## src/rtl/truth_table_sweeper_pkg.sv

```systemverilog
// Shared types and sizing for the truth-table sweeper: FSM states,
// vector space size and the dwell counter width.
package truth_table_sweeper_pkg;

    typedef enum logic [1:0] {
        ST_IDLE = 2'd0,
        ST_RUN  = 2'd1,
        ST_DONE = 2'd2
    } state_e;

    localparam int NUM_VEC  = 8;
    localparam int VEC_W    = 3;
    localparam int HOLD_MAX = 255;
    // Wide enough to hold HOLD_MAX-1, the largest terminal value.
    localparam int DWELL_W  = $clog2(HOLD_MAX + 1);

endpackage

```

## src/rtl/tts_dwell_counter.sv

```systemverilog
// Modulo-HOLD dwell counter. tc_o flags the last cycle of each dwell and
// serves as the sample strobe for the sweeper FSM.
module tts_dwell_counter
    import truth_table_sweeper_pkg::*;
#(
    parameter int HOLD = 10
) (
    input  logic clk,
    input  logic rst_n,
    input  logic clr_i,
    input  logic en_i,
    output logic tc_o
);

    localparam logic [DWELL_W-1:0] LAST = DWELL_W'(HOLD - 1);

    logic [DWELL_W-1:0] count_q;
    logic [DWELL_W-1:0] count_d;

    always_comb begin
        count_d = count_q;
        if (clr_i) begin
            count_d = '0;
        end else if (en_i) begin
            count_d = (count_q == LAST) ? '0 : count_q + 1'b1;
        end
    end

    always_ff @(posedge clk or negedge rst_n) begin
        if (!rst_n) begin
            count_q <= '0;
        end else begin
            count_q <= count_d;
        end
    end

    // With HOLD=1 LAST is zero, so every enabled cycle is terminal.
    assign tc_o = en_i && !clr_i && (count_q == LAST);

endmodule

```

## src/rtl/truth_table_sweeper.sv

```systemverilog
// Sweeps {a,b,c} through vectors 0..7, samples f1/f2 at the end of each dwell
// and compares against golden truth tables, accumulating error statistics.
module truth_table_sweeper
    import truth_table_sweeper_pkg::*;
#(
    parameter int                 HOLD   = 10,
    parameter logic [NUM_VEC-1:0] EXP_F1 = 8'h00,
    parameter logic [NUM_VEC-1:0] EXP_F2 = 8'h00
) (
    input  logic       clk,
    input  logic       rst_n,
    input  logic       start,
    output logic       a,
    output logic       b,
    output logic       c,
    input  logic       f1,
    input  logic       f2,
    output logic       busy,
    output logic       done,
    output logic       pass,
    output logic [3:0] err_count,
    output logic [2:0] first_err_vec,
    output logic       first_err_valid,
    output logic [1:0] state_dbg
);

    localparam logic [VEC_W-1:0] LAST_VEC = VEC_W'(NUM_VEC - 1);

    state_e           state_q, state_d;
    logic [VEC_W-1:0] vec_q, vec_d;
    logic [3:0]       err_q, err_d;
    logic [VEC_W-1:0] fev_q, fev_d;
    logic             fevv_q, fevv_d;

    logic running;
    logic accept;
    logic sample;
    logic mismatch;

    // start is a plain level: it is honoured whenever no sweep is running.
    assign running  = (state_q == ST_RUN);
    assign accept   = !running && start;
    assign mismatch = (f1 != EXP_F1[vec_q]) || (f2 != EXP_F2[vec_q]);

    tts_dwell_counter #(
        .HOLD (HOLD)
    ) u_dwell (
        .clk   (clk),
        .rst_n (rst_n),
        .clr_i (!running),
        .en_i  (running),
        .tc_o  (sample)
    );

    always_ff @(posedge clk or negedge rst_n) begin
        if (!rst_n) begin
            state_q <= ST_IDLE;
            vec_q   <= '0;
            err_q   <= '0;
            fev_q   <= '0;
            fevv_q  <= 1'b0;
        end else begin
            state_q <= state_d;
            vec_q   <= vec_d;
            err_q   <= err_d;
            fev_q   <= fev_d;
            fevv_q  <= fevv_d;
        end
    end

    always_comb begin
        state_d = state_q;
        unique case (state_q)
            ST_IDLE: if (start) state_d = ST_RUN;
            ST_RUN:  if (sample && vec_q == LAST_VEC) state_d = ST_DONE;
            ST_DONE: if (start) state_d = ST_RUN;
            default: state_d = ST_IDLE;
        endcase
    end

    // vec_q drives a/b/c directly; the 3-bit wrap after vector 7 returns the
    // pins to 000 on entry to DONE.
    always_comb begin
        vec_d  = vec_q;
        err_d  = err_q;
        fev_d  = fev_q;
        fevv_d = fevv_q;
        if (accept) begin
            vec_d  = '0;
            err_d  = '0;
            fev_d  = '0;
            fevv_d = 1'b0;
        end else if (sample) begin
            vec_d = vec_q + 1'b1;
            if (mismatch) begin
                err_d = err_q + 4'd1;
                if (!fevv_q) begin
                    fev_d  = vec_q;
                    fevv_d = 1'b1;
                end
            end
        end
    end

    always_comb begin
        {a, b, c}       = vec_q;
        busy            = (state_q == ST_RUN);
        done            = (state_q == ST_DONE);
        pass            = (state_q == ST_DONE) && (err_q == 4'd0);
        err_count       = err_q;
        first_err_vec   = fev_q;
        first_err_valid = fevv_q;
        state_dbg       = state_q;
    end

endmodule

```

## config.mk

```make
export PLATFORM = sky130hd
export DESIGN_NAME = truth_table_sweeper
export DESIGN_NICKNAME = d
export VERILOG_FILES = /design/src/rtl/truth_table_sweeper_pkg.sv /design/src/rtl/tts_dwell_counter.sv /design/src/rtl/truth_table_sweeper.sv
export SDC_FILE = /design/constraint.sdc
export NUM_CORES = 1
export LEC_CHECK = 0
export CAP_MARGIN = 20
export CORE_AREA = 5 5 52 54
export DETAILED_ROUTE_END_ITERATION = 10
export DIE_AREA = 0 0 57 59
export MAX_ROUTING_LAYER = met4
export PLACE_DENSITY = 0.78
export SLEW_MARGIN = 40
export SYNTH_ARGS = -nofsm -noshare
export SYNTH_HDL_FRONTEND = slang
export SYNTH_HIERARCHICAL = 1
export SYNTH_SLANG_ARGS = --single-unit
```

## constraint.sdc

```tcl
create_clock -name clk -period 4.8 [get_ports clk]
set_input_delay 0.48 -clock clk [delete_from_list [all_inputs] [get_ports clk]]
set_output_delay 0.48 -clock clk [all_outputs]
set_load 0.01 [all_outputs]
```

# [Word-level counts from Yosys, hierarchy flattened]
# Memory sizes are Yosys's and may differ from the RTL's.
# Cells that the tools add are included.
[classes] n_mux=18 reduce_logical=14 order_cmp=1 shifts=0 n_bitwise=0 mul=0 eq_ne=9 n_addsub=3 div_mod_pow=0
[ops] cell="2-to-1 mux 3 bit" n=6
[ops] cell="2-to-1 mux 8 bit" n=2
[ops] cell="2-to-1 mux 4 bit" n=3
[ops] cell="adder 8 x 1 -> 8 bit (second input constant)" n=1
[ops] cell="== test 8 x 4 -> 1 bit (second input constant)" n=1
[ops] cell="inequality test 2 x 1 -> 1 bit (second input constant)" n=3
[ops] cell="adder 4 x 1 -> 4 bit (second input constant)" n=1
[ops] cell="logical AND 1 bit" n=4
[ops] cell="logical NOT 4 bit" n=1
[ops] cell="< comparator 3 x 4 -> 1 bit (second input constant)" n=1
[ops] cell="2-to-1 mux 1 bit" n=4
[ops] cell="2-to-1 mux 2 bit" n=2
[ops] cell="one-hot mux 2 bit (2 select lines)" n=1
[ops] cell="AND reduction 2 bit" n=2
[ops] cell="nonzero test 2 bit" n=2
[ops] cell="adder 3 x 1 -> 3 bit (second input constant)" n=1
[ops] cell="== test 3 bit (second input constant)" n=1
[ops] cell="AND reduction 3 bit" n=1
[ops] cell="== test 2 x 1 -> 1 bit (second input constant)" n=1
[ops] cell="== test 2 bit (second input constant)" n=1
[ops] cell="logical NOT 2 bit" n=1
[ops] cell="inequality test 1 bit" n=2
[ops] cell="OR reduction 2 bit" n=1
[ops] cell="logical NOT 1 bit" n=1
[ops] cell="logical OR 1 bit" n=1
[totals] n_memories=1 ff_bits=21 mem_bits_rw=0 in_bits=5 word_cells=52 romBits=8 latchBits=0
[mem_list] name="(name not given)" words=8 width=1 read_ports=1 rd_clocked_by_memory_dff=0 write_ports=0 line_no="truth_table_sweeper.sv:43" source="assign mismatch = (f1 != EXP_F1[vec_q]) || (f2 != EXP_F2[vec_q]);"

# [Logic depth before layout (Yosys ltp)]
# Gate-level depths: netlist of the first run.
[logic_depth] word_depth=7 ltp_mapped=9

# [By module]
# Netlist of the first run, hierarchy kept.
[modules_own_cells] module="truth_table_sweeper" cells_per_inst=64 area_per_inst_um2=641.9 n_inst=1
[modules_own_cells] module="tts_dwell_counter" cells_per_inst=53 area_per_inst_um2=466.7 n_inst=1

# [Least setup slack after synthesis of the first run]
# No wires, ideal clock.
[synth_path] path_kind="flip-flop to flip-flop" start="register u_dwell.count_q[1]" end="register err_q[3] (netlist: err_count[3])" t_arrival_ps=1784 setup_ps=73 stages_incl_launch_ff=10 setup_slack_ps=2943 t_required_ps=4727 cell_sequence="dfrtp_1 inv_1 ha_1 nor4b_2 nand2_1 nor2_1 buf_6 o21ai_4 or3_1 a21oi_2"
[synth_between] elab_chain_len=4
[synth_lines] element="start: declaration" line_no="tts_dwell_counter.sv:17" source="logic [DWELL_W-1:0] count_q;"
[synth_lines] element="start signal: assignment" line_no="tts_dwell_counter.sv:33" source="count_q <= count_d;"
[synth_lines] element="== test 8 x 4 -> 1 bit" line_no="tts_dwell_counter.sv:38" source="assign tc_o = en_i && !clr_i && (count_q == LAST);"
[synth_lines] element="logical AND 1 bit" line_no="tts_dwell_counter.sv:38"
[synth_lines] element="via sample" line_no="truth_table_sweeper.sv:37" source="logic sample;"
[synth_lines] element="nonzero test 2 bit (no source line)"
[synth_lines] element="AND reduction 2 bit (no source line)"
[synth_lines] element="end signal: assignment" line_no="truth_table_sweeper.sv:65" source="err_q <= err_d;"
[synth_lines] element="end: declaration" line_no="truth_table_sweeper.sv:31" source="logic [3:0] err_q, err_d;"
# The timed path passes the listed nets, and every way through them passes these cells.
# A chain may end at the register's enable or synchronous reset.

# [Worst setup path in the final report of the first run]
# Ends and elaborated chain as after synthesis.

==> results.md, run 1 <==
* Status: finished, final reports clean
* Sequential fraction of the synthesis area at 47.4%
* CP Capture Type: flip-flop
* Total CTS buffers at 3
* RD Place Congestion at 0.795
* MaxCap Viol Count at 0
* All-Layer GR Usage at 16.3%
* Synthesized Nets at about 130
* Data required time of the critical path at slightly above 5 ns
* Final core utilization at about three fifths
* # setup viols final at 0
* Post-route clock period utilization at 49.7%
* Avg Inst Size Synth at between 9 and 10 um2
* Crit-path cells: inv_1 -> ha_1 -> nor4b_2 -> nand2_1 -> nor2_1 -> o21ai_4 -> or3_1 -> a21oi_2
* Num ports at 21
* Global routing usage on met2 at between 20% and 30%
* Worst-Skew Late Latency at 0.30 ns
* WS Path Type: flip-flop to flip-flop
* Total Power at about 520 uW
* CTS tree: built
* Antenna fix cells at 0
* GR Util met3 at about 2.2%
* CTS resizes at 0
* WHS at about 0.12 ns
* Largest family of logic cells by synthesized area: simple AND/OR/NAND/NOR gates
* Vias in the first global route at 945
* WP data arrival at about 2.6 ns
* Number of remaining DRC errors at 0
* Clock buffer depth at 2
* Pwr per Cell Area at slightly below 400 nW/um2
* Critical Path Slowest Stage Cell: nor2_1
* Initial antenna violation count at 0
* Final #Nets at 150
* Number of distinct library cells after synthesis at 26
* Max-Slew Margin vs Limit at a little over half
* Drt pass-1 iters at 4
* Fraction of layout cells with a size suffix above 1 at 6.52%
* Post-placement cell count at 162
* F_max at roughly 420 MHz
* Synth Area in XOR/XNOR at under 10%
* Dominant cell type by area after synthesis: dfrtp_1
* Crit-path max cell delay at approximately 0.52 ns
* First-pass GRT wire length at roughly 4100 um
* Final wirelength at 2390 um
* Die height at roughly 59 um
* Layout Cells excl Fill at approximately 170
* Root buf cell: clkbuf_4
* Area growth syn-to-layout at 21.2%
* Largest net degree at the start of global routing at 22
* Met1 usage at a little under a fifth
* Setup crit start kind: flip-flop
* Synthesized flop and latch total at 21
* Buffers on Ports at 20
* Starting Density at 51.1%
* Synth warnings at 6
* Die area at ~3400 um2
* Gr ovfl total at 0
* Fin. max-slew vios at 0
* Largest cells by area after synthesis: dfrtp_1, ha_1, a21oi_1
* WL/cell at approximately 14 um
* Fin. Hold Viols at 0
* Worst VDD drop at 0.227 mV
* Cell area after synthesis at ~1100 um2
* Post-Synth Adder-Cell Area at 6.77%
* Post-synthesis simple-gate area fraction at between 20% and 30%
* GRT busiest layer: met2
* Vias per cell at roughly 5.4
* Synth Area in Compound Gates at between 10 and 15%
* Sink Count at 21
* Post-synthesis mux area share at between 3 and 4%
* Clock transition at path regs at 0.12 ns
* Initial DRC Count at 16
* Number of routed nets with antenna violations at 0
* Via count at about 900
* Crit-path max FO at 8
* Post-route setup TNS at 0 ns
* Yosys top cell area share at ~47%
* Fin crit period at around 2.4 ns
* Pleak at between 0.5 and 0.6 nW
* Slew @ Worst Pin at 0.697 ns
* Site row count at 17
* Hold WC Path Type: input port to asynchronous set/reset pin
* Die Wd at 57 um
* Synth Instances at ~120
* RSZ-0062 raised after global routing: false
* Setup bufs post-CTS at 0
* HPWL Detailed at around 1800 um
* Number of H-tree levels at 1
* CTS Hold Buffers Added at 0
* Core Area at roughly 2200 um2
* Clock skew at around 0.0024 ns
-- per-stage QoR --
stage               instance area (um2)  setup slack (ns)
detailed placement                 1320              2.43
floorplan                          1110              2.94
CTS                                1340              2.40
global placement                   1320              2.56
finish                             1340              2.42
global route                       1340              2.18
-- flip-flops by register name (all words and copies together), names as in the netlist --
register	flops
err_count	4
vec_q	3
u_dwell/count_q	8
state_dbg	2
first_err_vec	3
first_err_valid	1
-- cell type report --
type,instances,area (um2)
fillers,190,826
clock buffers,4,26.3
well taps,28,35.0
inverters,9,33.8
repair buffers,20,195
multi-input cells,84,528
flip-flops and latches,21,526
-- cell families after synthesis --
| group | count (synthesis) |
|---|---|
| buffers and inverters | 12 |
| XOR/XNOR | 3 |
| AND/OR/NAND/NOR | 44 |
| AO/OA/AOI/OAI | 27 |
| flip-flops | 21 |
| adder cells (fa/ha/maj) | 6 |
| multiplexers | 4 |
-- path summary, 6_finish.rpt --
path | depth (start not counted) | start | slack, ns | endpoint
min in group clk | 1 | u_dwell/count_q[6] | 0.52 | u_dwell/count_q[6]
setup / recovery | 8 | u_dwell/count_q[1] | 2.42 | err_count[3]
hold reg to reg | 1 | u_dwell/count_q[6] | 0.52 | u_dwell/count_q[6]
max in group asynchronous | 1 | rst_n | 4.36 | first_err_valid
hold / removal | 1 | rst_n | 0.12 | u_dwell/count_q[3]
setup reg to reg | 8 | u_dwell/count_q[1] | 2.42 | err_count[3]
-- placed cells by master, fill, tap and decap left out --
| cell | instances |
|---|---|
| nor3b_1 | 1 |
| or3_1 | 2 |
| a21oi_2 | 2 |
| a21oi_1 | 11 |
| nor4b_1 | 1 |
| nor4b_2 | 1 |
| nand2_1 | 14 |
| o22ai_1 | 1 |
| ha_1 | 6 |
| dfrtp_1 | 21 |
| o21ai_0 | 10 |
| mux2i_1 | 4 |
| and3_2 | 1 |
| and4_1 | 1 |
| nand3_1 | 8 |
| inv_1 | 9 |
| o21a_1 | 1 |
| nand4_1 | 3 |
| clkdlybuf4s50_1 | 19 |
| o211ai_1 | 1 |
| xnor2_1 | 1 |
| o21ai_4 | 1 |
| nor2_1 | 8 |
| clkbuf_1 | 1 |
| buf_2 | 1 |
| clkbuf_4 | 3 |
| xor2_1 | 2 |
| nand2b_1 | 4 |
-- power breakdown --
group,internal (mW),switching [mW]
combinational,0.0842,0.0890
sequential,0.213,0.0504
clock,0.0323,0.0522
-- metal layers --
| layer | wire, um | share of wire [%] |
|---|---|---|
| met5 | 0 | 0 |
| met4 | 18 | 0.75 |
| met3 | 61 | 2.5 |
| met2 | 1300 | 54 |
| met1 | 1010 | 42 |
-- synth_stat cells (all sizes together) --
master	n
and3	1
xnor2	1
ha	6
nor4b	2
nor3b	1
o211ai	1
o21a	1
nand2b	4
nor2	8
nand2	14
o21ai	11
a21oi	13
nand4	3
and4	1
nand3	8
dfrtp	21
inv	9
or3	2
buf	3
o22ai	1
xor2	2
mux2i	4
-- worst max-delay path: cells and delay by family (launching register included) --
kind | cells | cell delay, ns
compound gates | 2 | 0.30
fa+ha+maj | 1 | 0.14
buf+inv | 1 | 0.08
flops | 1 | 0.46
simple gates | 4 | 1.34
(Power assumes the default switching activity.)
==> run 2, diff against run 1 <==
--- a/config.mk
+++ b/config.mk
@@ -6,11 +6,11 @@
 export NUM_CORES = 1
 export LEC_CHECK = 0
 export CAP_MARGIN = 20
-export CORE_AREA = 5 5 52 54
+export CORE_AREA = 5 5 54 56
 export DETAILED_ROUTE_END_ITERATION = 10
-export DIE_AREA = 0 0 57 59
+export DIE_AREA = 0 0 59 61
 export MAX_ROUTING_LAYER = met4
-export PLACE_DENSITY = 0.78
+export PLACE_DENSITY = 0.72
 export SLEW_MARGIN = 40
 export SYNTH_ARGS = -nofsm -noshare
 export SYNTH_HDL_FRONTEND = slang
==> constraint.sdc (replaced) <==
create_clock -name clk -period 2.2 [get_ports clk]
set_input_delay 0.22 -clock clk [delete_from_list [all_inputs] [get_ports clk]]
set_output_delay 0.22 -clock clk [all_outputs]
set_load 0.01 [all_outputs]
==> results.md, run 2 (synthesis gave the netlist of run 1 again) <==
* Max-Slew Margin vs Limit at a little over two thirds
* Crit-path cells: inv_1 -> ha_1 -> nor4b_1 -> clkdlybuf4s50_1
* Number of H-tree levels at 1
* Num ports at 21
* Final #Nets at 154
* Most common cell after layout, fill and taps aside: dfrtp_1
* Crit-path max cell delay at 0.59 ns
* Post-placement cell count at between 150 and 200
* Vias in the first global route at about 960
* Clock skew at between 0.005 and 0.006 ns
* Drt pass-1 iters at 2
* F_max at 499 MHz
* Number of remaining DRC errors at 0
* Switching power at 415 uW
* Gr ovfl total at 0
* HPWL Detailed at 1770 um
* All-Layer GR Usage at 15.8%
* Largest net degree at the start of global routing at 22
* WS Path Type: flip-flop to output pin
* Core Area at 2390 um2
* Fin. max-slew vios at 0
* Final wirelength at between 2000 and 2500 um
* Setup bufs post-CTS at 0
* MaxCap Viol Count at 0
* Starting Density at around 46%
* Critical Path Slowest Stage Cell: clkdlybuf4s50_1
* Initial antenna violation count at 0
* Vias per cell at between 5 and 6
* Slew @ Worst Pin at 0.437 ns
* Site row count at 18
* Pleak at 0.608 nW
* Data required time of the critical path at roughly 2.0 ns
* WL/cell at ~14 um
* Clock buffer depth at 2
* Number of routed nets with antenna violations at 0
* Die Wd at approximately 59 um
* Most frequent cells in the layout: dfrtp_1, clkdlybuf4s50_1, nand2_1, a21oi_1, o21ai_0
* Clock transition at path regs at approximately 0.12 ns
* Die area at roughly 3600 um2
* Fraction of layout cells with a size suffix above 1 at a little under a tenth
* Logic pwr share at 35.7%
* RD Place Congestion at around 0.79
* Clock power share at 16.0%
* Hold WC Path Type: input port to asynchronous set/reset pin
* Fin. Hold Viols at 0
* Area growth syn-to-layout at 25.3%
* Post-route setup TNS at 0 ns
* Power Internal at around 740 uW
* CTS resizes at 0
* Pwr per Cell Area at a little over 800 nW/um2
* Buffers on Ports at 20
* Layout Cells excl Fill at approximately 170
* Biggest register: u_dwell/count_q
* CTS tree: built
* Seq pwr share at between 40 and 50%
* Setup crit start kind: flip-flop
* RSZ-0062 raised after global routing: false
* Sw Ratio at 36.1%
* # setup viols final at 0
* Status: finished, final reports clean
* Fillers at 226
* Antenna fix cells at 0
* WP data arrival at approximately 1.8 ns
* CTS Hold Buffers Added at 0
* Fin crit period at 2.00 ns
* Worst-Skew Late Latency at ~0.3 ns
* Worst VDD drop at between 0.5 and 0.6 mV
* Max reg flops at 8
* Crit-path max FO at 5
* Total CTS buffers at 3
* Initial DRC Count at 12
* CP Capture Type: output pin
* Root buf cell: clkbuf_4
* Via count at approximately 910
* First-pass GRT wire length at 4200 um
* Post-route clock period utilization at 91.0%
* Die height at between 60 and 70 um
* Sink Count at 21
==> run 2: cell count changes in the layout (fill, tap and decap cells not counted), sizes merged <==
cell           previous run  this run
clkdlybuf4s50            19        20
buf                       1         4
==> run 2: layout make-up <==
cell class	instances	area, um2	share of cell area (%)
timing repair buffer	24	230	16.6
clock buffer	4	26.3	1.89
sequential	21	526	37.8
inverter	9	33.8	2.43
tap	30	37.5	2.70
multi-input combinational	84	536	38.6
==> run 2: power groups by stage <==
stage,clock [mW],combinational (mW),sequential [mW]
final,0.184,0.411,0.557
after global placement,0,0.395,0.557
after global routing,0.216,0.464,0.569
after detailed placement,0,0.407,0.561
after floorplan,0,0.209,0.573
after CTS,0.193,0.411,0.554
==> run 2: path summary, 6_finish.rpt <==
path,startpoint,endpoint,slack (ns),cells past startpoint
hold reg to reg,state_dbg[0],state_dbg[0],0.52,1
max in group asynchronous,rst_n,u_dwell/count_q[5],1.74,2
setup reg to reg,u_dwell/count_q[1],err_count[3],0.22,8
hold / removal,rst_n,state_dbg[0],0.24,2
min in group clk,start,state_dbg[1],0.50,2
setup / recovery,err_count[0],pass,0.20,4
==> run 2: critical path: cells and delay by family, from the launching register on <==
family | cells | cell delay, ns
buffers and inverters | 2 | 0.68
flip-flops | 1 | 0.44
adder cells (fa/ha/maj) | 1 | 0.15
AND/OR/NAND/NOR | 1 | 0.22
==> run 2: routing by layer <==
| layer | track usage (%) | share of wire, % | up-vias | wire [um] |
|---|---|---|---|---|
| met5 | - | 0 | - | 0 |
| met4 | 6.15 | 1.7 | 0 | 39 |
| met3 | 2.13 | 2.3 | 6 | 54 |
| met2 | 27.4 | 49 | 14 | 1160 |
| met1 | 18.6 | 47 | 439 | 1090 |
| li1 | - | - | 455 | - |
==> run 2: metrics by stage <==
stage / cell area, um2 / worst slack, ns / util (%) / hold slack, ns / total power, mW
floorplan: 1110 / 0.343 / - / -0.0756 / 0.782
global placement: 1360 / 0.168 / 56.8 / 0.495 / 0.952
detailed placement: 1360 / 0.0996 / 56.8 / 0.509 / 0.968
CTS: 1380 / 0.0828 / 57.9 / 0.247 / 1.16
global route: 1390 / 0.0491 / 58.2 / 0.251 / 1.25
finish: 1390 / 0.198 / 58.2 / 0.242 / 1.15
==> run 3, diff against run 2 <==
==> constraint.sdc (replaced) <==
create_clock -name clk -period 2.1 [get_ports clk]
set_input_delay 0.21 -clock clk [delete_from_list [all_inputs] [get_ports clk]]
set_output_delay 0.21 -clock clk [all_outputs]
set_load 0.01 [all_outputs]
==> results.md, run 3 (synthesis gave the netlist of run 1 again) <==
* Status: finished, final reports clean
* Pwr per Cell Area at 876 nW/um2
* Global routing usage on met2 at 26.5%
* Initial antenna violation count at 0
* Number of remaining DRC errors at 0
* Area growth syn-to-layout at 26.1%
* Gr ovfl total at 0
* First-pass GRT wire length at between 4000 and 5000 um
* Final wirelength at about 2400 um
* Site row count at 18
* GRT busiest layer: met2
* Largest net degree at the start of global routing at 22
* Total CTS buffers at 3
* Antenna fix cells at 0
* Max-Slew Margin vs Limit at around 69%
* Clock transition at path regs at 0.12 ns
* Sw Ratio at approximately 36%
* Num ports at 21
* Most frequent cells in the layout: dfrtp_1, clkdlybuf4s50_1, nand2_1, a21oi_1, o21ai_0
* Seq pwr share at 46.7%
* Setup crit start kind: flip-flop
* Max reg flops at 8
* Slew @ Worst Pin at around 0.47 ns
* Place WS at 0.102 ns
* Fraction of layout cells with a size suffix above 1 at about a tenth
* Crit-path max FO at 5
* WP data arrival at about 1.8 ns
* Hold WC Path Type: input port to asynchronous set/reset pin
* Fin. max-slew vios at 0
* F_max at 511 MHz
* Drt pass-1 iters at 5
* Total Power at ~1.2 mW
* All-Layer GR Usage at roughly 15%
* RSZ-0062 raised after global routing: false
* Post-DP Area at 1360 um2
* Initial DRC Count at 27
* Fin crit period at between 1.5 and 2 ns
* Final Instance Area at about 1400 um2
* Biggest register: u_dwell/count_q
* CP Capture Type: output pin
* WL/cell at about 14 um
* Post-placement cell count at around 170
* Data required time of the critical path at 1.89 ns
* Layout Cells excl Fill at about 170
* Fin. Hold Viols at 0
* Pleak at ~0.62 nW
* Final #Nets at around 160
* Die area at ~3600 um2
* CTS tree: built
* RD Place Congestion at approximately 0.79
* Via count at roughly 890
* Number of routed nets with antenna violations at 0
* Clock skew at ~0.0084 ns
* Starting Density at between 40 and 50%
* Core Area at 2390 um2
* # setup viols final at 0
* Worst VDD drop at around 0.66 mV
* Number of H-tree levels at 1
* Die height at about 61 um
* Vias in the first global route at a little over 900
* HPWL Detailed at between 1500 and 2000 um
* Final WS setup at roughly 0.14 ns
* Worst-Skew Late Latency at approximately 0.31 ns
* Logic pwr share at between 30% and 40%
* WS Path Type: flip-flop to output pin
* Die Wd at just under 60 um
* Most common cell after layout, fill and taps aside: dfrtp_1
* GR Util met3 at between 4 and 5%
* MaxCap Viol Count at 0
* Met1 usage at between 10% and 20%
* Sink Count at 21
* Buffers on Ports at 20
* Post-route setup TNS at 0 ns
* Clock power share at roughly 16%
* Setup bufs post-CTS at 0
* Fillers at 227
* Final core utilization at between 50% and 60%
* Clock buffer depth at 2
* Switching power at 441 uW
* Power Internal at a little under 800 uW
* Vias per cell at between 5 and 6
* Post-route clock period utilization at around 93%
* Root buf cell: clkbuf_4
* WHS at 0.234 ns
==> run 3: cell types whose count changed in the layout (fill, tap and decap cells not counted), sizes merged <==
cell  before  now
buf        4    5
==> run 3: path summary, 6_finish.rpt <==
path	startpoint	to	slack, ns	cells after the start
min in group clk	start	state_dbg[1]	0.49	2
worst max register to register	u_dwell/count_q[1]	err_count[3]	0.17	8
worst max-delay path	err_count[0]	pass	0.14	4
worst min-delay path	rst_n	u_dwell/count_q[3]	0.23	2
worst min register to register	u_dwell/count_q[6]	u_dwell/count_q[6]	0.52	1
max in group asynchronous	rst_n	err_count[3]	1.64	2
==> run 3: critical path, cell delays in order (launching register included) <==
cell             delay, ns
dfrtp_1               0.44
inv_1                 0.09
ha_1                  0.16
nor4b_2               0.18
clkdlybuf4s50_1       0.58
==> run 3: cell type report <==
class,count,area (um2),area share (%)
Timing Repair Buffer,25,238,17.0
Tap cell,30,37.5,2.69
Inverter,9,33.8,2.42
Clock buffer,4,26.3,1.88
Multi-Input combinational cell,84,537,38.4
Sequential cell,21,526,37.6
==> run 3: repair_timing <==
item                       4_1_cts  5_1_grt
hold buffers                     0        0
setup endpoints to repair        0        3
gates resized for setup          0        2
==> run 3: power groups by stage <==
stage                     logic (mW)  clock network, mW  registers (mW)
final                          0.456              0.197           0.571
after global routing           0.504              0.225           0.586
after CTS                      0.454              0.207           0.571
after detailed placement       0.451                  0           0.576
after global placement         0.437                  0           0.573
after floorplan                0.219                  0           0.600
==> run 3: layer usage <==
layer  vias to the layer above  wire [um]
li1                        454          -
met2                        24       1210
met4                         0          6
met5                         -          0
met1                       414       1040
met3                         2         97
